### config.mk
export PLATFORM = sky130hd
export DESIGN_NAME = qupls4_branchmiss_unit_flat
export DESIGN_NICKNAME = d
export VERILOG_FILES = /design/src/rtl/qupls4_pkg.sv /design/src/rtl/qupls4_branchmiss_unit_if.sv /design/src/rtl/qupls4_stream_freelist.sv /design/src/rtl/qupls4_branchmiss_unit.sv /design/src/flat_wrapper.sv
export SDC_FILE = /design/constraint.sdc
export NUM_CORES = 1
export LEC_CHECK = 0
export CAP_MARGIN = 20
export CORE_MARGIN = 3
export CORE_UTILIZATION = 50
export CTS_CLUSTER_DIAMETER = 120
export DETAILED_ROUTE_END_ITERATION = 12
export PLACE_DENSITY = 0.83
export SLEW_MARGIN = 20
export SYNTH_ARGS = -nofsm -noshare
export SYNTH_HDL_FRONTEND = slang
export SYNTH_HIERARCHICAL = 1
export SYNTH_SLANG_ARGS = --single-unit
### constraint.sdc
create_clock -name clk -period 20.8 [get_ports clk]
set_clock_uncertainty 0.1 [all_clocks]
set_input_delay 4.16 -clock clk [delete_from_list [all_inputs] [get_ports clk]]
set_output_delay 4.16 -clock clk [all_outputs]
set_load 0.02 [all_outputs]
### src/rtl/qupls4_pkg.sv
// Shared types for the Qupls4 branch-miss unit.
// Provides the PC/stream types, branch kind, redirect FSM state,
// reset PC and a population-count helper for the stream free list.
package qupls4_pkg;

    localparam int unsigned ABITS   = 64;
    localparam int unsigned STREAMW = 7;
    localparam int unsigned CNTW    = 8;

    typedef logic [ABITS-1:0]   pc_address_t;
    typedef logic [STREAMW-1:0] pc_stream_t;

    typedef struct packed {
        pc_stream_t  stream;
        pc_address_t pc;
    } pc_address_ex_t;

    typedef enum logic [1:0] {
        BCC = 2'd0,
        BSR = 2'd1,
        JSR = 2'd2,
        RET = 2'd3
    } brkind_t;

    typedef enum logic [1:0] {
        IDLE  = 2'd0,
        PEND  = 2'd1,
        STALL = 2'd2
    } bm_state_t;

    localparam pc_address_t RSTPC = 64'hFFFF_FFFF_FFFC_0000;

    // Number of set bits in a vector of up to 128 bits.
    function automatic logic [CNTW-1:0] popcnt128(input logic [127:0] v);
        logic [CNTW-1:0] c;
        c = '0;
        for (int i = 0; i < 128; i++) begin
            c = c + CNTW'(v[i]);
        end
        return c;
    endfunction

endpackage

### src/rtl/qupls4_branchmiss_unit_if.sv
// Bus bundle between the branch-resolution channels / fetch and the
// branch-miss unit.
//   br_*      : per-channel resolved-branch reports with br_ready consume
//   rel_*     : stream-release strobe
//   miss_*    : redirect toward fetch with valid/ready handshake
//   free_cnt  : number of free PC streams
// master = report/fetch side, slave = branch-miss unit.
interface qupls4_branchmiss_unit_if
    import qupls4_pkg::*;
#(
    parameter int unsigned NCH  = 2,
    parameter int unsigned SEQW = 8
) ();

    logic [NCH-1:0]             br_v;
    logic [NCH-1:0]             br_ready;
    brkind_t [NCH-1:0]          br_kind;
    logic [NCH-1:0]             br_bt;
    logic [NCH-1:0]             br_takb;
    pc_address_ex_t [NCH-1:0]   br_pc;
    logic [NCH-1:0][63:0]       br_disp;
    pc_address_t [NCH-1:0]      br_tgt;
    logic [NCH-1:0][SEQW-1:0]   br_seq;

    logic                       rel_v;
    pc_stream_t                 rel_stream;

    logic                       miss_v;
    logic                       miss_ready;
    pc_address_ex_t             miss_pc;
    logic [SEQW-1:0]            miss_seq;
    pc_stream_t                 miss_kept_stream;
    logic [CNTW-1:0]            free_cnt;

    modport master (
        output br_v, br_kind, br_bt, br_takb, br_pc, br_disp, br_tgt, br_seq,
        output rel_v, rel_stream, miss_ready,
        input  br_ready, miss_v, miss_pc, miss_seq, miss_kept_stream, free_cnt
    );

    modport slave (
        input  br_v, br_kind, br_bt, br_takb, br_pc, br_disp, br_tgt, br_seq,
        input  rel_v, rel_stream, miss_ready,
        output br_ready, miss_v, miss_pc, miss_seq, miss_kept_stream, free_cnt
    );

endinterface

### src/rtl/qupls4_stream_freelist.sv
// PC stream free list.
// Ports:
//   clk, rst        : clock, async active-high reset
//   alloc           : take the lowest free stream this cycle
//   rel_v/rel_stream: external release of a stream
//   drop_v/drop_stream: release of an overwritten pending miss's stream
//   avail_c         : a free stream exists (pre-release view)
//   alloc_stream_c  : lowest-numbered free stream (pre-release view)
//   free_cnt        : registered count of free streams
module qupls4_stream_freelist
    import qupls4_pkg::*;
#(
    parameter int unsigned NSTREAM = 32
) (
    input  logic            clk,
    input  logic            rst,
    input  logic            alloc,
    input  logic            rel_v,
    input  pc_stream_t      rel_stream,
    input  logic            drop_v,
    input  pc_stream_t      drop_stream,
    output logic            avail_c,
    output pc_stream_t      alloc_stream_c,
    output logic [CNTW-1:0] free_cnt
);

    // Streams 0 and 1 are busy out of reset; stream 0 is never handed out.
    localparam logic [NSTREAM-1:0] FREE_RST = ~NSTREAM'(3);

    logic [NSTREAM-1:0] free_q;
    logic [NSTREAM-1:0] free_d;
    logic [NSTREAM-1:0] rel_mask;
    logic [NSTREAM-1:0] drop_mask;
    logic [NSTREAM-1:0] alloc_mask;

    // Lowest free stream from the current (pre-release) bitmap.
    always_comb begin
        avail_c        = 1'b0;
        alloc_stream_c = '0;
        for (int i = NSTREAM - 1; i >= 1; i--) begin
            if (free_q[i]) begin
                avail_c        = 1'b1;
                alloc_stream_c = STREAMW'(i);
            end
        end
    end

    // Releases of stream 0, out-of-range or already-free streams never match.
    always_comb begin
        rel_mask   = '0;
        drop_mask  = '0;
        alloc_mask = '0;
        for (int i = 1; i < NSTREAM; i++) begin
            rel_mask[i]   = rel_v && (rel_stream == STREAMW'(i)) && !free_q[i];
            drop_mask[i]  = drop_v && (drop_stream == STREAMW'(i)) && !free_q[i];
            alloc_mask[i] = alloc && avail_c && (alloc_stream_c == STREAMW'(i));
        end
        free_d = (free_q | rel_mask | drop_mask) & ~alloc_mask;
    end

    always_ff @(posedge clk or posedge rst) begin
        if (rst) begin
            free_q   <= FREE_RST;
            free_cnt <= CNTW'(NSTREAM - 2);
        end else begin
            free_q   <= free_d;
            free_cnt <= popcnt128(128'(free_d));
        end
    end

endmodule

### src/rtl/qupls4_branchmiss_unit.sv
// Branch-miss unit: collects resolved-branch reports from NCH channels,
// picks the oldest mispredicted/redirecting branch, allocates a new PC
// stream where needed and presents a single redirect toward fetch.
// Ports:
//   clk, rst : clock, async active-high reset
//   bus      : slave side of qupls4_branchmiss_unit_if (br_*, rel_*,
//              miss_*, free_cnt)
module qupls4_branchmiss_unit
    import qupls4_pkg::*;
#(
    parameter int unsigned NCH     = 2,
    parameter int unsigned NSTREAM = 32,
    parameter int unsigned SEQW    = 8
) (
    input  logic                       clk,
    input  logic                       rst,
    qupls4_branchmiss_unit_if.slave    bus
);

    localparam int unsigned CHW = (NCH > 1) ? $clog2(NCH) : 1;

    // a is older than b when (a-b) has its top bit set (wrapping sequence).
    function automatic logic older(input logic [SEQW-1:0] a, input logic [SEQW-1:0] b);
        logic [SEQW-1:0] d;
        d = a - b;
        return d[SEQW-1];
    endfunction

    bm_state_t       state_q;
    bm_state_t       state_d;

    pc_address_t     tgt_c [NCH];
    logic [NCH-1:0]  miss_c;
    logic [NCH-1:0]  hit_c;
    logic [NCH-1:0]  ready_c;

    logic            cand_v;
    logic [CHW-1:0]  cand_ch;
    logic [SEQW-1:0] cand_seq;
    pc_address_t     cand_tgt;
    brkind_t         cand_kind;
    pc_stream_t      cand_stream;

    logic            pend;
    logic            hs;
    logic            need;
    logic            age_ok;
    logic            accept;
    logic            blocked;

    logic            fl_avail;
    pc_stream_t      fl_stream;
    logic            fl_alloc;
    logic            drop_v;
    logic [CNTW-1:0] fl_cnt;

    logic            miss_v_q;
    pc_address_ex_t  miss_pc_q;
    logic [SEQW-1:0] miss_seq_q;
    pc_stream_t      kept_q;
    pc_stream_t      pend_alloc_q;

    // Per-channel target and miss classification; arithmetic wraps at ABITS.
    always_comb begin
        for (int n = 0; n < NCH; n++) begin
            miss_c[n] = bus.br_v[n] &&
                        ((bus.br_kind[n] != BCC) || (bus.br_bt[n] != bus.br_takb[n]));
            hit_c[n]  = bus.br_v[n] && !miss_c[n];
            case (bus.br_kind[n])
                BCC:     tgt_c[n] = bus.br_takb[n] ? bus.br_pc[n].pc + bus.br_disp[n]
                                                   : bus.br_pc[n].pc + ABITS'(6);
                BSR:     tgt_c[n] = bus.br_pc[n].pc + bus.br_disp[n];
                JSR:     tgt_c[n] = bus.br_disp[n];
                default: tgt_c[n] = bus.br_tgt[n];
            endcase
        end
    end

    // Oldest valid miss; strict compare keeps the lowest channel on a tie.
    always_comb begin
        cand_v      = 1'b0;
        cand_ch     = '0;
        cand_seq    = '0;
        cand_tgt    = '0;
        cand_kind   = BCC;
        cand_stream = '0;
        for (int n = 0; n < NCH; n++) begin
            if (miss_c[n] && (!cand_v || older(bus.br_seq[n], cand_seq))) begin
                cand_v      = 1'b1;
                cand_ch     = CHW'(n);
                cand_seq    = bus.br_seq[n];
                cand_tgt    = tgt_c[n];
                cand_kind   = bus.br_kind[n];
                cand_stream = bus.br_pc[n].stream;
            end
        end
    end

    // Accept decision: must beat the pending miss and have a stream if it needs one.
    assign pend    = (state_q == PEND);
    assign hs      = miss_v_q && bus.miss_ready;
    assign need    = (cand_kind != RET);
    assign age_ok  = !pend || older(cand_seq, miss_seq_q);
    assign accept  = cand_v && age_ok && (!need || fl_avail);
    assign blocked = cand_v && age_ok && need && !fl_avail;

    // State register.
    always_ff @(posedge clk or posedge rst) begin
        if (rst) begin
            state_q <= IDLE;
        end else begin
            state_q <= state_d;
        end
    end

    // Next-state logic.
    always_comb begin
        state_d = state_q;
        case (state_q)
            IDLE, STALL: begin
                if (accept) begin
                    state_d = PEND;
                end else if (blocked) begin
                    state_d = STALL;
                end else begin
                    state_d = IDLE;
                end
            end
            PEND: begin
                if (accept) begin
                    state_d = PEND;
                end else if (hs) begin
                    state_d = IDLE;
                end
            end
            default: state_d = IDLE;
        endcase
    end

    // Output logic: consume, discard wrong-path misses, drive the free list.
    always_comb begin
        ready_c  = '0;
        fl_alloc = accept && need;
        // Overwriting a pending miss that was not handed to fetch returns its stream.
        drop_v   = accept && pend && !hs && (pend_alloc_q != '0);
        for (int n = 0; n < NCH; n++) begin
            ready_c[n] = hit_c[n] ||
                         (accept && (cand_ch == CHW'(n))) ||
                         (miss_c[n] && ((pend && older(miss_seq_q, bus.br_seq[n])) ||
                                        (accept && older(cand_seq, bus.br_seq[n]))));
        end
    end

    assign bus.br_ready = rst ? '0 : ready_c;

    // Redirect payload, loaded on accept and held until the next accept.
    always_ff @(posedge clk or posedge rst) begin
        if (rst) begin
            miss_v_q     <= 1'b0;
            miss_pc_q    <= '{stream: STREAMW'(1), pc: RSTPC};
            miss_seq_q   <= '0;
            kept_q       <= '0;
            pend_alloc_q <= '0;
        end else begin
            miss_v_q <= (state_d == PEND);
            if (accept) begin
                miss_pc_q.pc     <= cand_tgt;
                miss_pc_q.stream <= need ? fl_stream : cand_stream;
                miss_seq_q       <= cand_seq;
                kept_q           <= (cand_kind == BCC) ? cand_stream : '0;
                pend_alloc_q     <= need ? fl_stream : '0;
            end
        end
    end

    assign bus.miss_v           = miss_v_q;
    assign bus.miss_pc          = miss_pc_q;
    assign bus.miss_seq         = miss_seq_q;
    assign bus.miss_kept_stream = kept_q;
    assign bus.free_cnt         = fl_cnt;

    qupls4_stream_freelist #(
        .NSTREAM (NSTREAM)
    ) u_freelist (
        .clk            (clk),
        .rst            (rst),
        .alloc          (fl_alloc),
        .rel_v          (bus.rel_v),
        .rel_stream     (bus.rel_stream),
        .drop_v         (drop_v),
        .drop_stream    (pend_alloc_q),
        .avail_c        (fl_avail),
        .alloc_stream_c (fl_stream),
        .free_cnt       (fl_cnt)
    );

endmodule

### src/flat_wrapper.sv
// flat-port wrapper written by rule: the top's interface ports become plain ports
module qupls4_branchmiss_unit_flat import qupls4_pkg::*;
#(
    parameter int unsigned NCH     = 2,
    parameter int unsigned NSTREAM = 32,
    parameter int unsigned SEQW    = 8
)
  (clk, rst, bus_br_v, bus_br_kind, bus_br_bt, bus_br_takb, bus_br_pc, bus_br_disp, bus_br_tgt, bus_br_seq, bus_rel_v, bus_rel_stream, bus_miss_ready, bus_br_ready, bus_miss_v, bus_miss_pc, bus_miss_seq, bus_miss_kept_stream, bus_free_cnt);
  qupls4_branchmiss_unit_if #(.NCH(NCH), .SEQW(SEQW)) bus_i ();
  input  logic clk;
  input  logic rst;
  input wire logic [$bits(bus_i.br_v)-1:0] bus_br_v;
  input wire logic [$bits(bus_i.br_kind)-1:0] bus_br_kind;
  input wire logic [$bits(bus_i.br_bt)-1:0] bus_br_bt;
  input wire logic [$bits(bus_i.br_takb)-1:0] bus_br_takb;
  input wire logic [$bits(bus_i.br_pc)-1:0] bus_br_pc;
  input wire logic [$bits(bus_i.br_disp)-1:0] bus_br_disp;
  input wire logic [$bits(bus_i.br_tgt)-1:0] bus_br_tgt;
  input wire logic [$bits(bus_i.br_seq)-1:0] bus_br_seq;
  input wire logic [$bits(bus_i.rel_v)-1:0] bus_rel_v;
  input wire logic [$bits(bus_i.rel_stream)-1:0] bus_rel_stream;
  input wire logic [$bits(bus_i.miss_ready)-1:0] bus_miss_ready;
  output wire logic [$bits(bus_i.br_ready)-1:0] bus_br_ready;
  output wire logic [$bits(bus_i.miss_v)-1:0] bus_miss_v;
  output wire logic [$bits(bus_i.miss_pc)-1:0] bus_miss_pc;
  output wire logic [$bits(bus_i.miss_seq)-1:0] bus_miss_seq;
  output wire logic [$bits(bus_i.miss_kept_stream)-1:0] bus_miss_kept_stream;
  output wire logic [$bits(bus_i.free_cnt)-1:0] bus_free_cnt;
  assign bus_i.br_v = bus_br_v;
  assign bus_i.br_kind = bus_br_kind;
  assign bus_i.br_bt = bus_br_bt;
  assign bus_i.br_takb = bus_br_takb;
  assign bus_i.br_pc = bus_br_pc;
  assign bus_i.br_disp = bus_br_disp;
  assign bus_i.br_tgt = bus_br_tgt;
  assign bus_i.br_seq = bus_br_seq;
  assign bus_i.rel_v = bus_rel_v;
  assign bus_i.rel_stream = bus_rel_stream;
  assign bus_i.miss_ready = bus_miss_ready;
  assign bus_br_ready = bus_i.br_ready;
  assign bus_miss_v = bus_i.miss_v;
  assign bus_miss_pc = bus_i.miss_pc;
  assign bus_miss_seq = bus_i.miss_seq;
  assign bus_miss_kept_stream = bus_i.miss_kept_stream;
  assign bus_free_cnt = bus_i.free_cnt;
  qupls4_branchmiss_unit #(.NCH(NCH), .NSTREAM(NSTREAM), .SEQW(SEQW)) u_core (.clk(clk), .rst(rst), .bus(bus_i));
endmodule
==> impl_metrics.csv <==
group,metric,value,unit
critical_path,cpMostUsedCell,"a21o_1",
synth,synth-seq-cells,133,
floorplan,io_pins,532,
power_and_ir_drop,sequentialPowerShare,0.198,
critical_path,timing.rr.end,"u_core/u_freelist/free_cnt[4]",
floorplan,die_y,215.7,um
synth,yosysWarningCount,6,
grt,grt_start_max_net_pins,78,
critical_path,crit_type,"in -> out",
clock_network,hold_buffers,0,
critical_path,arrival,12.15,ns
sta,finalCritPeriodShare,0.7887,
detailed_routing,via_per_inst,6.977,
synth,synth_most_common_cell,"nand2_1",
critical_path,r2r_start,"u_core/bus.miss_seq[4]",
critical_path,timing.critical_path.buf_inv,3,
detailed_routing,wl_per_cell,28.43,um
min_path,holdCritPathClass,"reg -> reg",
place,port-buffer-count,529,
layout,drive_gt1_frac,0.05852,
critical_path,cp-endpoint,"bus_br_ready[1]",
power_and_ir_drop,p_sw,1641,uW
sta,rsz0062_at_grt,"no",
clock_network,cts.sinks,133,
synth,syn_area,21990,um2
critical_path,cp_max_fo,41,
layout,fin_nets,4053,
floorplan,rows,76,
critical_path,cp.required,16.54,ns
layout,fill_cells,3726,
critical_path,ff2ff_path_depth,30,
detailed_routing,vias,28110,
sta,fin_setup_tns,0,ns
power_and_ir_drop,p_leak,0.01098,uW
clock_network,clkTransAtPathRegs,0.06,ns
place,place_congestion,1.097,
detailed_routing,firstDrtPassIters,11,
synth,synth_cell_type_count,103,
detailed_routing,antenna_left,0,
sta,worstMarginPinSlew,1.321,ns
clock_network,cts_buffers,17,
critical_path,critPathTopFamily,"compound AO/OA/AOI/OAI gates",
sta,hold_violations,0,
clock_network,clock_path_buffers,2,
floorplan,die_area,46530,um2
layout,final_util,0.6496,
clock_network,cts_resized,0,
power_and_ir_drop,p_int,1530,uW
sta,max-slew-margin-rel,0.1191,
synth,ys.flop_type,"dfstp_2",
synth,yosysTopAreaCell,"ha_1",
floorplan,coreArea,43270,um2
layout,area_growth,27.83,%
floorplan,initial_core_util,0.5082,
critical_path,critPathSlowestCell,"nor2b_4",
status,outcome,"completed",
critical_path,critPathLaunchType,"input pin",
detailed_routing,wl,114500,um
clock_network,cts_setup_buffers,0,
clock_network,insertion_delay,0.47,ns
detailed_routing,drc,0,
floorplan,die_width,215.7,um
synth,synth_commonest_cells,"318 x nand2_1, 256 x nor2_1, 249 x a21oi_1",
sta,period_minus_slack,16.41,ns
power_and_ir_drop,peakVddDrop,0.0001432,V
sta,max_freq,60.96,MHz
critical_path,max_stage_delay,0.82,ns
synth,synthArstFlopShare,1.000,
power_and_ir_drop,p_comb_frac,0.705,
min_path,hp-start,"u_core/bus.miss_pc[41]",
synth,synthCells,3019,
critical_path,startpoint,"bus_br_takb[0]",
critical_path,r2r_slack,12.21,ns
critical_path,crit_path_end_kind,"output port",
sta,final_max_slew_viol_count,0,
flow_run,drv_cap,0,
critical_path,crit_cells,24,
sta,setup_viol,0,
power_and_ir_drop,power_density,112.9,nW/um2
critical_path,path_cells,"clkdlybuf4s50_1 -> xnor2_4 -> a21oi_1 -> buf_4 -> nand2_1 -> ha_1 -> and4_1 -> nand3_1 -> o311ai_2 -> o21ai_1 -> a21oi_1 -> nor2b_4 -> o21ai_0 -> ha_1 -> a21o_1 -> a21o_1 -> a21o_1 -> nor3_1 -> a2111oi_2 -> a211oi_4 -> and2_4 -> nand2_1 -> a41oi_1 -> clkdlybuf4s50_1",
grt,grt_pass1_wl,167900,um
synth,synthTopCellsByArea,"ha_1 9.7%, dfstp_2 9.7%, dfrtp_1 5.9%",
synth,ys_seq_area_frac,0.1560,
power_and_ir_drop,swShare,0.5175,
grt,track_usage,0.4699,
synth,synth.top_cell.area_share,0.09731,
clock_network,cts_root_buf,"clkbuf_16",
grt,grt_pass1_vias,26750,
clock_network,tritoncts,"built",
clock_network,htreeDepth,4,
synth,synth_edf_count,0,
detailed_routing,drt_iter0_markers,4132,
place,dpl.hpwl,91630,um
grt,antenna_found_initial,12,
grt,grt_overflow,0,
synth,synth_area_per_cell,7.283,um2
power_and_ir_drop,p_clk_frac,0.097,
==> flip-flops by register name (all words and copies together), names as in the netlist <==
register	flops
u_core/bus.miss_pc	71
u_core/pend_alloc_q	7
u_core/state_q	2
u_core/bus.miss_seq	8
u_core/bus.miss_kept_stream	7
u_core/bus.miss_v	1
u_core/u_freelist/free_cnt	6
u_core/u_freelist/free_q	31
==> worst reg2reg max path: cells and delay by family, from the launching register on <==
family / cells / cell delay, ns
flip-flops: 1 / 0.48
buffers and inverters: 6 / 0.42
AND/OR/NAND/NOR: 5 / 1.23
AO/OA/AOI/OAI: 9 / 2.29
XOR/XNOR: 1 / 0.14
adder cells (fa/ha/maj): 9 / 3.87
==> how the worst min path moves through the flow <==
stage | cells after the start | slack, ns | to
after floorplan | 2 | 0.36 | u_core/pend_alloc_q[0]
after global placement | 2 | 0.36 | u_core/bus.miss_kept_stream[1]
after detailed placement | 2 | 0.37 | u_core/bus.miss_pc[41]
after CTS | 2 | 0.38 | u_core/bus.miss_pc[41]
after global routing | 2 | 0.41 | u_core/bus.miss_pc[41]
final | 2 | 0.38 | u_core/bus.miss_pc[41]
==> through the flow <==
stage / hold slack (ns) / std cells / setup slack [ns] / cell area, um2 / total power [uW]
global placement: 0.3596 / 3988 / 4.845 / 27510 / 2717
global route: 0.4060 / 4023 / 4.086 / 28090 / 3355
CTS: 0.3830 / 4020 / 4.691 / 28080 / 3117
floorplan: 0.3593 / 3022 / 6.246 / 22000 / 1972
detailed placement: 0.3738 / 3988 / 4.730 / 27510 / 2797
finish: 0.3821 / 4029 / 4.395 / 28110 / 3172
==> layout by cell type, fill, tap and decap left out, types with 14 or more instances in the layout <==
master,n
o21bai_1,23
a221oi_1,23
a2bb2oi_1,20
a31oi_1,61
dfstp_2,81
a21oi_1,249
o22ai_1,44
and4_1,17
o2111ai_1,18
clkbuf_16,17
nand2_1,317
xor2_1,106
ha_1,171
nand2b_1,28
o21a_1,24
a21o_1,78
o211ai_1,58
and3_1,24
or3_1,19
nor2_1,255
o221ai_1,51
mux2i_1,49
nor4_1,24
nand4_1,77
a211oi_1,27
xnor2_1,128
o31ai_1,30
buf_4,32
clkdlybuf4s50_1,525
nor3_1,78
fa_1,25
nor2b_1,24
nand3_1,101
and2_1,14
dfrtp_1,52
o21ai_0,224
inv_1,106
==> area by class of cell <==
class,count,area [um2],share of cell area
Timing Repair Buffer,561,5515,0.1962
Antenna cell,9,22.52,0.0008013
Clock inverter,14,141.4,0.005030
Tap cell,585,732.0,0.02604
Inverter,109,411.6,0.01465
Clock buffer,18,429.2,0.01527
Sequential cell,133,3430,0.1220
Multi-Input combinational cell,2600,17430,0.6200
==> layer usage <==
| layer | GRT usage | vias to the layer above | part of all wire |
|---|---|---|---|
| li1 | - | 12160 | - |
| met1 | 0.5774 | 13070 | 0.36 |
| met2 | 0.7040 | 2316 | 0.42 |
| met3 | 0.1250 | 561 | 0.13 |
| met4 | 0.3538 | 6 | 0.095 |
| met5 | 0 | - | 0.00034 |
==> kinds of logic after synthesis <==
group / share of synthesized area
AO/OA/AOI/OAI: 0.3283
XOR/XNOR: 0.09446
adder cells (fa/ha/maj): 0.1201
buffers and inverters: 0.05412
flip-flops: 0.1560
multiplexers: 0.02436
other: 0.0001706
AND/OR/NAND/NOR: 0.2226
==> power groups by stage <==
stage          Sequential (uW)  Combinational (uW)  Clock (uW)
2_1_floorplan              636                1340           0
3_3_place_gp               617                2100           0
3_5_place_dp               617                2180           0
4_1_cts                    614                2190         308
5_1_grt                    629                2410         319
6_report                   628                2240         307
(Power assumes the default switching activity.)
